### config.mk
export PLATFORM = sky130hd
export DESIGN_NAME = ifetch
export DESIGN_NICKNAME = d
export VERILOG_FILES = /design/src/rtl/ifetch_pkg.sv /design/src/rtl/ifetch_wdt.sv /design/src/rtl/ifetch.sv
export SDC_FILE = /design/constraint.sdc
export NUM_CORES = 1
export LEC_CHECK = 0
export ABC_CLOCK_PERIOD_IN_PS = 1600
export BUFFER_PORTS_ARGS = -buffer_cell sky130_fd_sc_hd__buf_2
export CAP_MARGIN = 15
export CORE_MARGIN = 3
export CORE_UTILIZATION = 44
export DETAILED_ROUTE_END_ITERATION = 10
export PLACE_DENSITY = 0.72
export SLEW_MARGIN = 20
export SYNTH_ARGS = -nofsm -noshare
export SYNTH_HDL_FRONTEND = slang
export SYNTH_SLANG_ARGS = --single-unit
export TNS_END_PERCENT = 5
### constraint.sdc
create_clock -name clock -period 1.6 [get_ports clock]
set_input_delay 0.4 -clock clock [delete_from_list [all_inputs] [get_ports clock]]
set_output_delay 0.4 -clock clock [all_outputs]
set_load 0.005 [all_outputs]
### src/rtl/ifetch_pkg.sv
// Shared definitions for the instruction fetch block: default word width,
// fetch FSM state encodings and the NOP instruction word.
package ifetch_pkg;

  localparam int DEF_DATA_W = 16;

  typedef enum logic [1:0] {
    S_IDLE = 2'b00,
    S_WAIT = 2'b01,
    S_HOLD = 2'b10
  } state_e;

  localparam logic [15:0] NOP = 16'h0000;

endpackage

### src/rtl/ifetch_wdt.sv
// Fetch wait-cycle watchdog: saturating counter of un-acked WAIT cycles
// with a sticky timeout flag that only reset clears.
module ifetch_wdt #(
  parameter int TMO_CYC = 15
) (
  input  logic clock,
  input  logic n_rst,
  input  logic clr,
  input  logic en,
  output logic tmo
);

  localparam int CNT_W = $clog2(TMO_CYC + 1);
  localparam logic [CNT_W-1:0] CNT_MAX = CNT_W'(TMO_CYC);
  localparam logic [CNT_W-1:0] CNT_ONE = CNT_W'(1);

  logic [CNT_W-1:0] cnt_r;
  logic             tmo_r;

  // Wait counter and sticky timeout flag
  always_ff @(posedge clock or negedge n_rst) begin
    if (!n_rst) begin
      cnt_r <= {CNT_W{1'b0}};
      tmo_r <= 1'b0;
    end else begin
      if (clr) begin
        cnt_r <= {CNT_W{1'b0}};
      end else if (en && (cnt_r != CNT_MAX)) begin
        cnt_r <= cnt_r + CNT_ONE;
      end else begin
        cnt_r <= cnt_r;
      end
      // Flag rises on the same edge the counter reaches its limit
      if (!clr && en && (cnt_r == (CNT_MAX - CNT_ONE))) begin
        tmo_r <= 1'b1;
      end else begin
        tmo_r <= tmo_r;
      end
    end
  end

  assign tmo = tmo_r;

endmodule

### src/rtl/ifetch.sv
// Instruction fetch stage: IDLE/WAIT/HOLD handshake between the pc block,
// instruction memory and the downstream consumer, with flush and timeout.
module ifetch
  import ifetch_pkg::*;
#(
  parameter int DATA_W  = DEF_DATA_W,
  parameter int TMO_CYC = 15
) (
  input  logic              clock,
  input  logic              n_rst,
  input  logic [DATA_W-1:0] pc_in,
  input  logic              stall,
  input  logic              flush,
  output logic              imem_req,
  output logic [DATA_W-1:0] imem_addr,
  input  logic              imem_ack,
  input  logic [DATA_W-1:0] imem_rdata,
  output logic [DATA_W-1:0] inst_out,
  output logic [DATA_W-1:0] pc_out,
  output logic              inst_valid,
  output logic              pc_adv,
  output logic              tmo
);

  localparam logic [DATA_W-1:0] NOP_W = DATA_W'(NOP);

  state_e            state_r, state_s;
  logic              req_r, req_s;
  logic [DATA_W-1:0] addr_r, addr_s;
  logic [DATA_W-1:0] ir_r, ir_s;
  logic [DATA_W-1:0] pcq_r, pcq_s;
  logic              valid_r, valid_s;
  logic              drop_r, drop_s;
  logic              pc_adv_s;
  logic              wdt_clr_s;
  logic              wdt_en_s;

  // State and datapath registers
  always_ff @(posedge clock or negedge n_rst) begin
    if (!n_rst) begin
      state_r <= S_IDLE;
      req_r   <= 1'b0;
      addr_r  <= {DATA_W{1'b0}};
      ir_r    <= NOP_W;
      pcq_r   <= {DATA_W{1'b0}};
      valid_r <= 1'b0;
      drop_r  <= 1'b0;
    end else begin
      state_r <= state_s;
      req_r   <= req_s;
      addr_r  <= addr_s;
      ir_r    <= ir_s;
      pcq_r   <= pcq_s;
      valid_r <= valid_s;
      drop_r  <= drop_s;
    end
  end

  // Next-state and next-value decode
  always_comb begin
    state_s  = state_r;
    req_s    = req_r;
    addr_s   = addr_r;
    ir_s     = ir_r;
    pcq_s    = pcq_r;
    valid_s  = valid_r;
    drop_s   = drop_r;
    pc_adv_s = 1'b0;
    case (state_r)
      S_IDLE: begin
        addr_s  = pc_in;
        req_s   = 1'b1;
        drop_s  = 1'b0;
        state_s = S_WAIT;
      end
      S_WAIT: begin
        if (imem_ack) begin
          req_s = 1'b0;
          // A pending or simultaneous flush discards the returning word
          if (drop_r || flush) begin
            drop_s  = 1'b0;
            state_s = S_IDLE;
          end else begin
            ir_s    = imem_rdata;
            pcq_s   = addr_r;
            valid_s = 1'b1;
            state_s = S_HOLD;
          end
        end else if (flush) begin
          drop_s = 1'b1;
        end else begin
          drop_s = drop_r;
        end
      end
      S_HOLD: begin
        if (flush) begin
          valid_s = 1'b0;
          state_s = S_IDLE;
        end else if (!stall) begin
          pc_adv_s = 1'b1;
          valid_s  = 1'b0;
          state_s  = S_IDLE;
        end else begin
          state_s = S_HOLD;
        end
      end
      default: begin
        req_s   = 1'b0;
        valid_s = 1'b0;
        drop_s  = 1'b0;
        state_s = S_IDLE;
      end
    endcase
  end

  // Counter is parked at zero in IDLE so it starts clean on every WAIT entry
  assign wdt_clr_s = (state_r == S_IDLE);
  assign wdt_en_s  = (state_r == S_WAIT) && !imem_ack;

  ifetch_wdt #(
    .TMO_CYC (TMO_CYC)
  ) u_wdt (
    .clock (clock),
    .n_rst (n_rst),
    .clr   (wdt_clr_s),
    .en    (wdt_en_s),
    .tmo   (tmo)
  );

  assign imem_req   = req_r;
  assign imem_addr  = addr_r;
  assign inst_out   = ir_r;
  assign pc_out     = pcq_r;
  assign inst_valid = valid_r;
  // Decoded in the accepting HOLD cycle so the pc block has advanced
  // before the following IDLE samples pc_in.
  assign pc_adv     = pc_adv_s;

endmodule

==> metrics.txt <==
# hold bufs at CTS=0; Post-Syn Nets=between 150 and 200; I/O pin total=89; cell count after synthesis=151; pin count of the biggest net entering global routing=59; warnings from Yosys=0; number of enable-type register cells in the synthesized netlist=0; highest-count cells in the layout ignoring fill and taps=buf_2, dfrtp_1, mux2_4; power density of the placed cells=1660 nW/µm²; share of layout cells above drive strength 1=0.645; critical-path cell with the highest stage delay=or4_4; Die Footprint=6400 µm²; clock slew seen by the registers of the worst setup and hold paths=around 0.060 ns; overall die height=80.0 µm; global-route wire length before repair=8.14 mm; setup repair after global routing missed its margin=true; proportion of register bits with asynchronous set or reset after synthesis=1.00; Crit path arrival time=1.78 ns; antenna violations before repair=0; WP data required=1.80 ns; total congestion overflow=0; number of max-slew violations in the final report=0; status=complete, no violations; worst-case headroom to the max-slew limit=0.791; routed wire length per instance=14.7 µm; H-tree depth reported by CTS=3; row cnt=26; PortBufs=88; endpoint class of the critical path=flip-flop; vias after detailed routing=1612; cell leakage power=~1.7 nW; Inserted Clock Buffers=9; iteration-0 DRC count of the detailed router=46; number of fill cells in the layout=409; library cell used as clock root buffer=clkbuf_8; via count of the first global-routing pass=between 1500 and 2000; Routed Antenna Nets=0; clock sink count=just under 60; Layout Utilization=0.631; via density per instance=between 4 and 5; commonest non-fill, non-tap cell in the layout=buf_2; global placer's final weighted congestion=0.696; total detailed-routing wirelength=4.89 mm; antenna diode count=0; final total power=~5.4 mW; number of endpoints with negative hold slack in the final report=0; Hold Slack=0.0756 ns; maximum count of clock buffers along a single path=2; number of failing setup endpoints in the final timing report=0; starting density of the core=0.463; Max IR drop VDD=958 µV; Std-Cell Core Area=5200 µm²; Avg Inst Size Synth=roughly 16 µm²; Die Width=80.0 µm; number of cells in the design after placement=312; main flop type after synthesis=dfrtp_1; detailed-router iteration count before antenna repair=4; final setup skew=0.00360 ns; post-layout net count=296; number of distinct library cells after synthesis=24; type of element launching the critical path=flip-flop; worst-path fanout max=17; Min Clock Period, post-route=1.58 ns; area of all sequential standard cells=approximately 1500 µm²; number of storage elements in the synthesis netlist=58; GRT Total Usage=0.168; setup TNS after final layout=0 ns; non-filler cells, final=332; crit path kind=flip-flop to flip-flop; share of the yosys chip area belonging to registers=0.602; Worst path max stage delay=0.45 ns; slew at the pin closest to its max-slew limit=0.313 ns; FMAX=632 MHz; area growth from synthesis to layout=36.2%; Multi-input gate area=891 µm²; Max-Cap Viols=0; clock tree from TritonCTS=yes; final worst-path cycle share=0.989; Hold/Removal Path Class=input port to asynchronous set/reset pin; netlist area before placement=2410 µm²; Detail Placement HPWL=3.43 mm; critical path cell sequence=buf_4 > nand2_2 > or4_4 > buf_12 > mux2_4; Residual DRC=0; worst skew pair latency=between 0.3 and 0.4 ns
kinds of logic after synthesis:
family	after synthesis	share of synthesized area
buffers and inverters	10	0.0317
flip-flops	58	0.602
adder cells (fa/ha/maj)	2	0.0104
AND/OR/NAND/NOR	19	0.0493
multiplexers	50	0.278
AO/OA/AOI/OAI	12	0.0286
cells in the mapped netlist, drive strengths merged, types with 2 or more instances:
| cell | instances | share of area |
|---|---|---|
| nor2b | 2 | 0.0052 |
| a21oi | 4 | 0.0083 |
| mux2i | 2 | 0.0083 |
| ha | 2 | 0.010 |
| buf | 6 | 0.025 |
| and4b | 2 | 0.0083 |
| o21ai | 6 | 0.012 |
| mux2 | 48 | 0.27 |
| nor2 | 2 | 0.0031 |
| dfrtp | 58 | 0.60 |
| nor3b | 2 | 0.0062 |
| inv | 3 | 0.0047 |
| nor3 | 2 | 0.0042 |
| nand2 | 4 | 0.0062 |
through the flow:
stage                     cell area, µm²  setup slack [ns]
after global routing                3280           -0.0322
after global placement              3000           -0.0905
after floorplan                     2420           -0.0502
after detailed placement            3000            -0.108
after CTS                           3250           -0.0296
final                               3280            0.0172
power by group:
group / leakage (nW) / internal, mW / total [mW] / switching (mW)
clock network: 0.119 / 1.00 / 1.55 / 0.546
registers: 0.693 / 1.99 / 2.32 / 0.337
logic: 0.906 / 1.02 / 1.58 / 0.555
area by class of cell:
| class | instances | area share |
|---|---|---|
| clock buffer | 12 | 0.0503 |
| clock inverter | 4 | 0.0221 |
| inverter | 3 | 0.00343 |
| multi-input combinational | 83 | 0.271 |
| sequential | 58 | 0.442 |
| tap | 70 | 0.0267 |
| timing repair buffer | 102 | 0.184 |
registers in the layout, indices dropped and copies added (netlist names):
name,flops
inst_valid,1
imem_addr,16
u_wdt.tmo,1
drop_r,1
pc_out,16
imem_req,1
u_wdt.cnt_r,4
inst_out,16
state_r,2
worst max-delay path, delay by kind of cell, from the launching register on:
family | cells | cell delay, ns
simple gates | 2 | 0.48
flops | 1 | 0.36
mux | 1 | 0.30
buf+inv | 2 | 0.31
what timing repair did:
action,CTS,global route
gates resized for setup,2,2
endpoints found under the setup margin,1,2
buffers inserted,1,3
pin swaps,1,1
worst paths after layout:
| check | endpoint | depth (start not counted) | start | slack (ns) |
|---|---|---|---|---|
| worst min register to register | u_wdt.tmo | 1 | u_wdt.tmo | 0.47 |
| min in group clock | inst_out[3] | 2 | imem_rdata[3] | 0.31 |
| max in group asynchronous | pc_out[5] | 2 | n_rst | 1.26 |
| worst min-delay path | pc_out[9] | 2 | n_rst | 0.08 |
| worst max-delay path | pc_out[5] | 5 | state_r[0] | 0.02 |
| worst max register to register | pc_out[5] | 5 | state_r[0] | 0.02 |
routing by layer:
| metal | vias to the layer above | part of all wire | GRT usage |
|---|---|---|---|
| li1 | 749 | - | - |
| met4 | 0 | 0.013 | 0.0811 |
| met2 | 56 | 0.48 | 0.255 |
| met1 | 799 | 0.45 | 0.224 |
| met5 | - | 0 | 0 |
| met3 | 8 | 0.063 | 0.0418 |
No activity file was read; power rests on OpenSTA's default activity.
